`src/rtl/key_conditioner.sv`:
```
// Push-button front end: 2-flop synchronizer, polarity normalization, counter-based
// debounce FSM with registered press/release pulses and a one-shot long-press pulse.
module key_conditioner #(
   parameter int unsigned STABLE_CYCLES = 1_000_000,
   parameter int unsigned LONG_CYCLES   = 50_000_000,
   parameter bit          ACTIVE_LOW    = 1'b1,
   parameter int unsigned CNT_W         = 21,
   parameter int unsigned LCNT_W        = 26
) (
   input  logic Clock,
   input  logic Reset_n,
   input  logic KeyRaw,
   output logic KeyLevel,
   output logic Pressed,
   output logic Released,
   output logic LongPress,
   output logic Bouncing
);

   typedef enum logic [1:0] {UP, CHK_DN, DOWN, CHK_UP} state_t;

   localparam logic [CNT_W-1:0]  STABLE_LAST = CNT_W'(STABLE_CYCLES - 1);
   localparam logic [LCNT_W-1:0] LONG_LAST   = LCNT_W'(LONG_CYCLES - 1);
   localparam logic [LCNT_W-1:0] LCNT_MAX    = '1;

   logic              sync1, sync2, s;
   state_t            state, state_d;
   logic [CNT_W-1:0]  cnt, cnt_d;
   logic [LCNT_W-1:0] lcnt, lcnt_d;
   logic              level_d, pressed_d, released_d, long_d;

   // Sync flops come out of reset at the idle pin level so reset release never looks like a press.
   always_ff @(posedge Clock or negedge Reset_n) begin
      if (!Reset_n) begin
         sync1 <= ACTIVE_LOW;
         sync2 <= ACTIVE_LOW;
      end else begin
         // NOTE: non-blocking so sync2 takes the old sync1, giving a true two-stage chain.
         sync1 <= KeyRaw;
         sync2 <= sync1;
      end
   end

   assign s = sync2 ^ ACTIVE_LOW;

   always_comb begin
      // NOTE: every output of this block gets a default first, so no path can infer a latch.
      state_d    = state;
      cnt_d      = cnt;
      lcnt_d     = lcnt;
      level_d    = KeyLevel;
      pressed_d  = 1'b0;
      released_d = 1'b0;
      long_d     = 1'b0;

      // Saturating hold timer; it passes LONG_LAST exactly once per hold, so no fired flag is needed.
      if (KeyLevel && (lcnt != LCNT_MAX)) lcnt_d = lcnt + 1'b1;
      if (KeyLevel && (lcnt == LONG_LAST)) long_d = 1'b1;

      unique case (state)
         UP: begin
            if (s) begin
               state_d = CHK_DN;
               cnt_d   = CNT_W'(1);
            end
         end
         CHK_DN: begin
            if (!s) begin
               state_d = UP;
               cnt_d   = '0;
            end else if (cnt == STABLE_LAST) begin
               state_d   = DOWN;
               level_d   = 1'b1;
               pressed_d = 1'b1;
               cnt_d     = '0;
               lcnt_d    = '0;
            end else begin
               cnt_d = cnt + 1'b1;
            end
         end
         DOWN: begin
            if (!s) begin
               state_d = CHK_UP;
               cnt_d   = CNT_W'(1);
            end
         end
         CHK_UP: begin
            if (s) begin
               state_d = DOWN;
               cnt_d   = '0;
            end else if (cnt == STABLE_LAST) begin
               state_d    = UP;
               level_d    = 1'b0;
               released_d = 1'b1;
               cnt_d      = '0;
            end else begin
               cnt_d = cnt + 1'b1;
            end
         end
         default: begin
            state_d = UP;
            cnt_d   = '0;
         end
      endcase
   end

   always_ff @(posedge Clock or negedge Reset_n) begin
      if (!Reset_n) begin
         state     <= UP;
         cnt       <= '0;
         lcnt      <= '0;
         KeyLevel  <= 1'b0;
         Pressed   <= 1'b0;
         Released  <= 1'b0;
         LongPress <= 1'b0;
      end else begin
         state     <= state_d;
         cnt       <= cnt_d;
         lcnt      <= lcnt_d;
         KeyLevel  <= level_d;
         Pressed   <= pressed_d;
         Released  <= released_d;
         LongPress <= long_d;
      end
   end

   assign Bouncing = (state == CHK_DN) || (state == CHK_UP);

endmodule
```
`config.mk`:
```
export PLATFORM = sky130hd
export DESIGN_NAME = key_conditioner
export DESIGN_NICKNAME = d
export VERILOG_FILES = /design/src/rtl/key_conditioner.sv
export SDC_FILE = /design/constraint.sdc
export NUM_CORES = 1
export LEC_CHECK = 0
export CAP_MARGIN = 20
export CORE_UTILIZATION = 50
export CTS_CLUSTER_DIAMETER = 120
export CTS_CLUSTER_SIZE = 12
export DETAILED_ROUTE_END_ITERATION = 10
export DONT_BUFFER_PORTS = 1
export SYNTH_ARGS = -nofsm -noshare
export SYNTH_HDL_FRONTEND = slang
export SYNTH_SLANG_ARGS = --single-unit
```
`constraint.sdc`:
```
create_clock -name Clock -period 4.8 [get_ports Clock]
set_input_delay 0.96 -clock Clock [delete_from_list [all_inputs] [get_ports Clock]]
set_output_delay 0.96 -clock Clock [all_outputs]
set_load 0.01 [all_outputs]
```
==> results of run 1 <==
cells in the mapped netlist, drive strengths merged:
library cell | count | area share, %
and3 | 5 | 1.1
and2 | 1 | 0.21
nor4 | 7 | 1.7
o31ai | 2 | 0.50
clkbuf | 5 | 0.67
and4 | 3 | 0.88
nand2 | 35 | 4.4
dfstp | 2 | 1.8
nand4 | 21 | 4.4
dfrtp | 53 | 44
a311o | 1 | 0.33
mux2i | 5 | 1.7
nand3b | 1 | 0.25
a211oi | 5 | 1.3
a311oi | 5 | 1.5
xnor2 | 14 | 4.1
a2111oi | 2 | 0.59
a22o | 1 | 0.29
o21ai | 9 | 1.5
o41ai | 1 | 0.29
or2 | 2 | 0.42
or3 | 10 | 2.1
xor2 | 12 | 3.5
o22a | 1 | 0.29
nor2 | 42 | 5.3
nand2b | 2 | 0.42
nor3 | 5 | 1.2
o22ai | 1 | 0.21
inv | 11 | 1.4
ha | 2 | 0.84
nand3 | 23 | 3.8
or4b | 3 | 1.1
o21a | 1 | 0.25
a32oi | 1 | 0.29
or4 | 7 | 1.8
a21oi | 14 | 2.3
nor3b | 2 | 0.50
buf | 5 | 1.2
a21o | 2 | 0.54
or4bb | 1 | 0.38
a31oi | 2 | 0.42
cell usage in the layout (no fill, tap or decap), types with 2 or more instances in the layout:
master / synthesis / routed
dfrtp_1: 53 / 53
nor2_1: 42 / 42
nand2_1: 35 / 35
nand3_1: 23 / 23
nand4_1: 21 / 21
a21oi_1: 14 / 14
xnor2_1: 14 / 14
xor2_1: 12 / 12
inv_1: 11 / 11
or3_1: 10 / 10
o21ai_0: 9 / 9
or4_1: 7 / 7
nor4_1: 6 / 6
mux2i_1: 5 / 5
a311oi_1: 5 / 5
a211oi_1: 5 / 5
clkbuf_8: 0 / 5
nor3_1: 4 / 4
and3_1: 4 / 4
and4_1: 3 / 3
nand2b_1: 2 / 2
or2_2: 2 / 2
nor3b_1: 2 / 2
a2111oi_0: 2 / 2
a31oi_1: 2 / 2
o31ai_1: 2 / 2
ha_1: 2 / 2
clkinvlp_4: 0 / 2
dfstp_2: 2 / 2
metrics by stage:
step	cells	utilization [%]
6_report	398	55.3
5_1_grt	398	55.3
4_1_cts	397	55.2
3_5_place_dp	389	53.6
3_3_place_gp	389	53.6
2_1_floorplan	327	-
kinds of logic after synthesis:
kind of cell    Yosys count
compound gates           48
buf+inv                  21
flops                    55
fa+ha+maj                 2
xor+xnor                 26
simple gates            170
mux                       5
state kept, by name (all words and copies together), names as in the netlist, named ones only:
signal,cells
KeyLevel,1
LongPress,1
Pressed,1
Released,1
cnt,21
lcnt,26
state,1
sync1,1
sync2,1
report_power, final:
part           switching (mW)  internal (mW)  leakage (nW)
clock                   0.160          0.105        0.0408
combinational          0.0120        0.00551         0.457
sequential            0.00583          0.468         0.756
metal layers:
metal / vias to the layer above / part of all wire, % / track usage, %
met5: - / 0 / 0
met4: 0 / 1.8 / 8.91
met3: 8 / 2.6 / 4.25
met2: 41 / 49 / 38.8
met1: 1142 / 47 / 27.7
li1: 1193 / - / -
final timing paths:
path | start | endpoint
max reg2reg | cnt[10] | lcnt[11]
min reg2reg | sync1 | sync2
max in group asynchronous | Reset_n | sync2
min | Reset_n | Pressed
max | cnt[10] | lcnt[11]
min in group Clock | sync1 | sync2
cell type report:
type                    count  share of cell area [%]
well taps                  72                    2.89
inverters                  11                    1.32
flip-flops and latches     55                    44.2
multi-input cells         251                    48.5
clock inverters             3                   0.762
clock buffers               5                    2.20
repair buffers              1                   0.160
critical path, delay by kind of cell, from the launching register on:
family / cells / cell delay [ns]
flip-flops: 1 / 0.43
AND/OR/NAND/NOR: 5 / 2.28
==> flow_summary.json, run 1 <==
{
  "status": "complete, no violations",
  "r2r_slack_ns": 1.94,
  "grt_use_total_pct": 22.6,
  "post_cts_buffers": 0,
  "synth_xor_area_share_pct": 7.62,
  "die_w_um": 79.3,
  "cts_tree": "done",
  "drv_slew": 0,
  "overflow": 0,
  "ir_worst_vdd_mv": 0.150,
  "ios": 8,
  "required_ns": 4.96,
  "fp-row-count": 27,
  "worstPathMaxFanout": 22,
  "worst_setup_path_start_kind": "flip-flop",
  "layout-drive-gt1-share_pct": 5.83,
  "fin_worst_skew_ns": 0.00667,
  "wl_um": 6350,
  "die_h_um": 79.3,
  "drc": 0,
  "via_count": 2384,
  "whs_ns": 0.327,
  "fmax_ghz": 0.349,
  "first_global_vias": 2299,
  "insertion_delay_ns": 0.31,
  "hold_violations": 0,
  "cts_resized": 0,
  "worst_path_max_delay_cell": "nor3_4",
  "drtIter0Drc": 164,
  "path_class": "reg2reg",
  "n_antenna_cell": 0,
  "yosys.cell_types.count": 50,
  "numCtsBuffers": 5,
  "synth-seq-area-share_pct": 46.1,
  "fin_nets": 330,
  "yosys_warnings": 0,
  "grt_pass1_wl_um": 10900,
  "synth_compound_area_share_pct": 10.6,
  "dpl-instance-area_mm2": 0.00302,
  "syn-num-nets": 332,
  "synth-simple-area-share_pct": 29.9,
  "clk_pin_slew_ns": 0.10,
  "path_cells": "or4b_1, or3_1, or4b_4, nor3_4, nor2_1",
  "gp_congestion": 0.873,
  "critPathArrivalTime_ns": 3.03,
  "cts_hold_buffers": 0,
  "routedWlPerCell_um": 15.9,
  "syn-cell-area_mm2": 0.00299,
  "fin_crit_sh_pct": 59.7,
  "viasPerCell": 5.99,
  "min_path_type": "in2async",
  "antenna_found_initial": 0,
  "regArea_mm2": 0.00138,
  "min_period_ns": 2.86,
  "setup_slack_ns": 1.94,
  "rsz0062_at_grt": "false",
  "maxCapViolCount": 0,
  "synth_top_family_by_area": "simple AND/OR/NAND/NOR gates",
  "syn_inst": 327,
  "antenna_left": 0,
  "root_buffer": "clkbuf_8",
  "cts.htree.levels": 2,
  "dp_hpwl_um": 4390,
  "multi_input_area_mm2": 0.00151,
  "slowest_delay_ns": 0.71,
  "die_area_mm2": 0.00629,
  "grt_max_degree": 56,
  "setup_viol": 0,
  "power_mw": 0.756,
  "synthToLayoutAreaGrowth_pct": 4.39,
  "yosys.area_share.adder_pct": 0.837,
  "clock_path_buffers": 2,
  "synth.avg_cell_area_um2": 9.14,
  "ys_ff_latch": 55,
  "crit_path_end_kind": "flip-flop",
  "fill_cells": 507,
  "drtPass1Iterations": 5,
  "synthMuxAreaShare_pct": 1.67,
  "worst_pin_slew_ns": 1.00,
  "clock_sinks": 55,
  "place_ws_ns": 1.94,
  "maxSlewHeadroom_pct": 32.6,
  "fin_setup_tns_ns": 0,
  "core_area_mm2": 0.00564,
  "p_per_area_mw_per_mm2": 242,
  "reg2reg_depth": 5,
  "power_leakage_nw": 1.25,
  "start_util_pct": 53.0,
  "final_area_mm2": 0.00312,
  "io_buffers": 0
}
No activity file was read; power rests on OpenSTA's default activity.
==> run 2, diff against run 1 <==
==> constraint.sdc (replaced) <==
create_clock -name Clock -period 2.78 [get_ports Clock]
set_input_delay 0.556 -clock Clock [delete_from_list [all_inputs] [get_ports Clock]]
set_output_delay 0.556 -clock Clock [all_outputs]
set_load 0.01 [all_outputs]
==> flow_summary.json, run 2 (synthesis results as in run 1) <==
{
  "drc": 0,
  "io_buffers": 0,
  "post_cts_buffers": 0,
  "root_buffer": "clkbuf_8",
  "antenna_found_initial": 0,
  "overflow": 0,
  "reg2reg_depth": 6,
  "n_antenna_cell": 0,
  "synthToLayoutAreaGrowth_pct": 9.08,
  "routedWlPerCell_um": 15.9,
  "die_area_mm2": 0.00629,
  "fill_cells": 518,
  "required_ns": 2.99,
  "fmax_ghz": 0.413,
  "status": "complete, no violations",
  "fin_setup_tns_ns": 0,
  "place_ws_ns": 0.349,
  "path_class": "reg2reg",
  "via_count": 2455,
  "grt_pass1_wl_um": 11000,
  "gp_congestion": 0.797,
  "grt_max_degree": 54,
  "grt_util_met2_pct": 39.1,
  "gr-usage-met3_pct": 4.25,
  "top_regs": "lcnt (26), cnt (21)",
  "r2r_slack_ns": 0.36,
  "critPathArrivalTime_ns": 2.63,
  "cts_resized": 0,
  "wl_um": 6520,
  "worst_pin_slew_ns": 0.735,
  "instances_no_fill": 411,
  "clock_path_buffers": 2,
  "die_h_um": 79.3,
  "final_area_mm2": 0.00326,
  "viasPerCell": 5.97,
  "start_util_pct": 53.0,
  "dp_hpwl_um": 4470,
  "maxCapViolCount": 0,
  "ios": 8,
  "fin_worst_skew_ns": 0.00785,
  "die_w_um": 79.3,
  "power_leakage_nw": 1.34,
  "worst_setup_path_start_kind": "flip-flop",
  "clock_sinks": 55,
  "drtIter0Drc": 109,
  "cts.htree.levels": 2,
  "core_area_mm2": 0.00564,
  "dpl-instance-area_mm2": 0.00313,
  "p_per_area_mw_per_mm2": 417,
  "hold_violations": 0,
  "first_global_vias": 2353,
  "final_cell_mix": "53 x dfrtp_1, 42 x nor2_1, 35 x nand2_1, 23 x nand3_1, 21 x nand4_1",
  "crit_path_end_kind": "flip-flop",
  "setup_viol": 0,
  "power_mw": 1.36,
  "maxSlewHeadroom_pct": 50.6,
  "rsz0062_at_grt": "false",
  "final_core_util_pct": 57.8,
  "min_period_ns": 2.42,
  "insertion_delay_ns": 0.31,
  "whs_ns": 0.0743,
  "top_register": "lcnt",
  "drv_slew": 0,
  "setup_slack_ns": 0.357,
  "numCtsBuffers": 5,
  "fin_crit_sh_pct": 87.1,
  "top_usage_layer": "met2",
  "min_path_type": "in2async",
  "layout-drive-gt1-share_pct": 9.14,
  "fin_nets": 343,
  "grt_use_total_pct": 22.6,
  "worstPathMaxFanout": 22,
  "final_common_cell": "dfrtp_1",
  "drtPass1Iterations": 4,
  "largest_reg_flops": 26,
  "cts_tree": "done",
  "clk_pin_slew_ns": 0.09,
  "dp.cells": 402,
  "fp-row-count": 27,
  "ir_worst_vdd_mv": 0.227,
  "antenna_left": 0,
  "grt_use_met1_pct": 28.2
}
run 2: cell types whose count changed in the layout (fill, tap and decap cells not counted), sizes merged:
cell,change
buf,+14
clkbuf,+2
clkinvlp,-2
inv,-1
run 2: worst paths after layout:
| check | endpoint | start |
|---|---|---|
| setup / recovery | lcnt[4] | cnt[10] |
| hold / removal | sync2 | Reset_n |
| setup reg to reg | lcnt[4] | cnt[10] |
| hold reg to reg | sync2 | sync1 |
| max in group asynchronous | cnt[9] | Reset_n |
| min in group Clock | sync1 | KeyRaw |
run 2: layer usage:
metal	vias to the layer above	wire length [µm]
met2	48	3210
met5	-	0
li1	1205	-
met1	1193	3030
met3	9	195
met4	0	92
run 2: layout make-up:
cell class | instances | area (µm²) | area share, %
Multi-Input combinational cell | 251 | 1510 | 46.4
Clock buffer | 8 | 100 | 3.07
Sequential cell | 55 | 1380 | 42.3
Tap cell | 72 | 90.1 | 2.76
Timing Repair Buffer | 14 | 138 | 4.22
Inverter | 11 | 41.3 | 1.27
run 2: what timing repair did:
| item | CTS | global route |
|---|---|---|
| endpoints found under the hold margin | 53 | 0 |
| setup endpoints to repair | 0 | 0 |
| hold buffers | 1 | 0 |
run 2: worst max-delay path: stages (launching register included):
cell	delay, ns
dfrtp_1	0.43
or4b_1	0.58
or3_1	0.34
or4b_4	0.54
nor3_4	0.17
buf_12	0.19
nor2_1	0.07
run 2: power breakdown:
| part | total [mW] | switching [mW] | internal [mW] | leakage [nW] |
|---|---|---|---|---|
| sequential | 0.818 | 0.0102 | 0.808 | 0.756 |
| clock | 0.492 | 0.263 | 0.228 | 0.0515 |
| combinational | 0.0512 | 0.0349 | 0.0163 | 0.537 |
| total | 1.36 | 0.309 | 1.05 | 1.34 |
==> run 3, diff against run 2 <==
--- a/config.mk
+++ b/config.mk
@@ -11,6 +11,7 @@
 export CTS_CLUSTER_SIZE = 12
 export DETAILED_ROUTE_END_ITERATION = 10
 export DONT_BUFFER_PORTS = 1
+export GPL_ROUTABILITY_DRIVEN = 0
 export SYNTH_ARGS = -nofsm -noshare
 export SYNTH_HDL_FRONTEND = slang
 export SYNTH_SLANG_ARGS = --single-unit
==> results of run 3 <==
No change in the layout: final DEF, timing and power equal those of run 2.
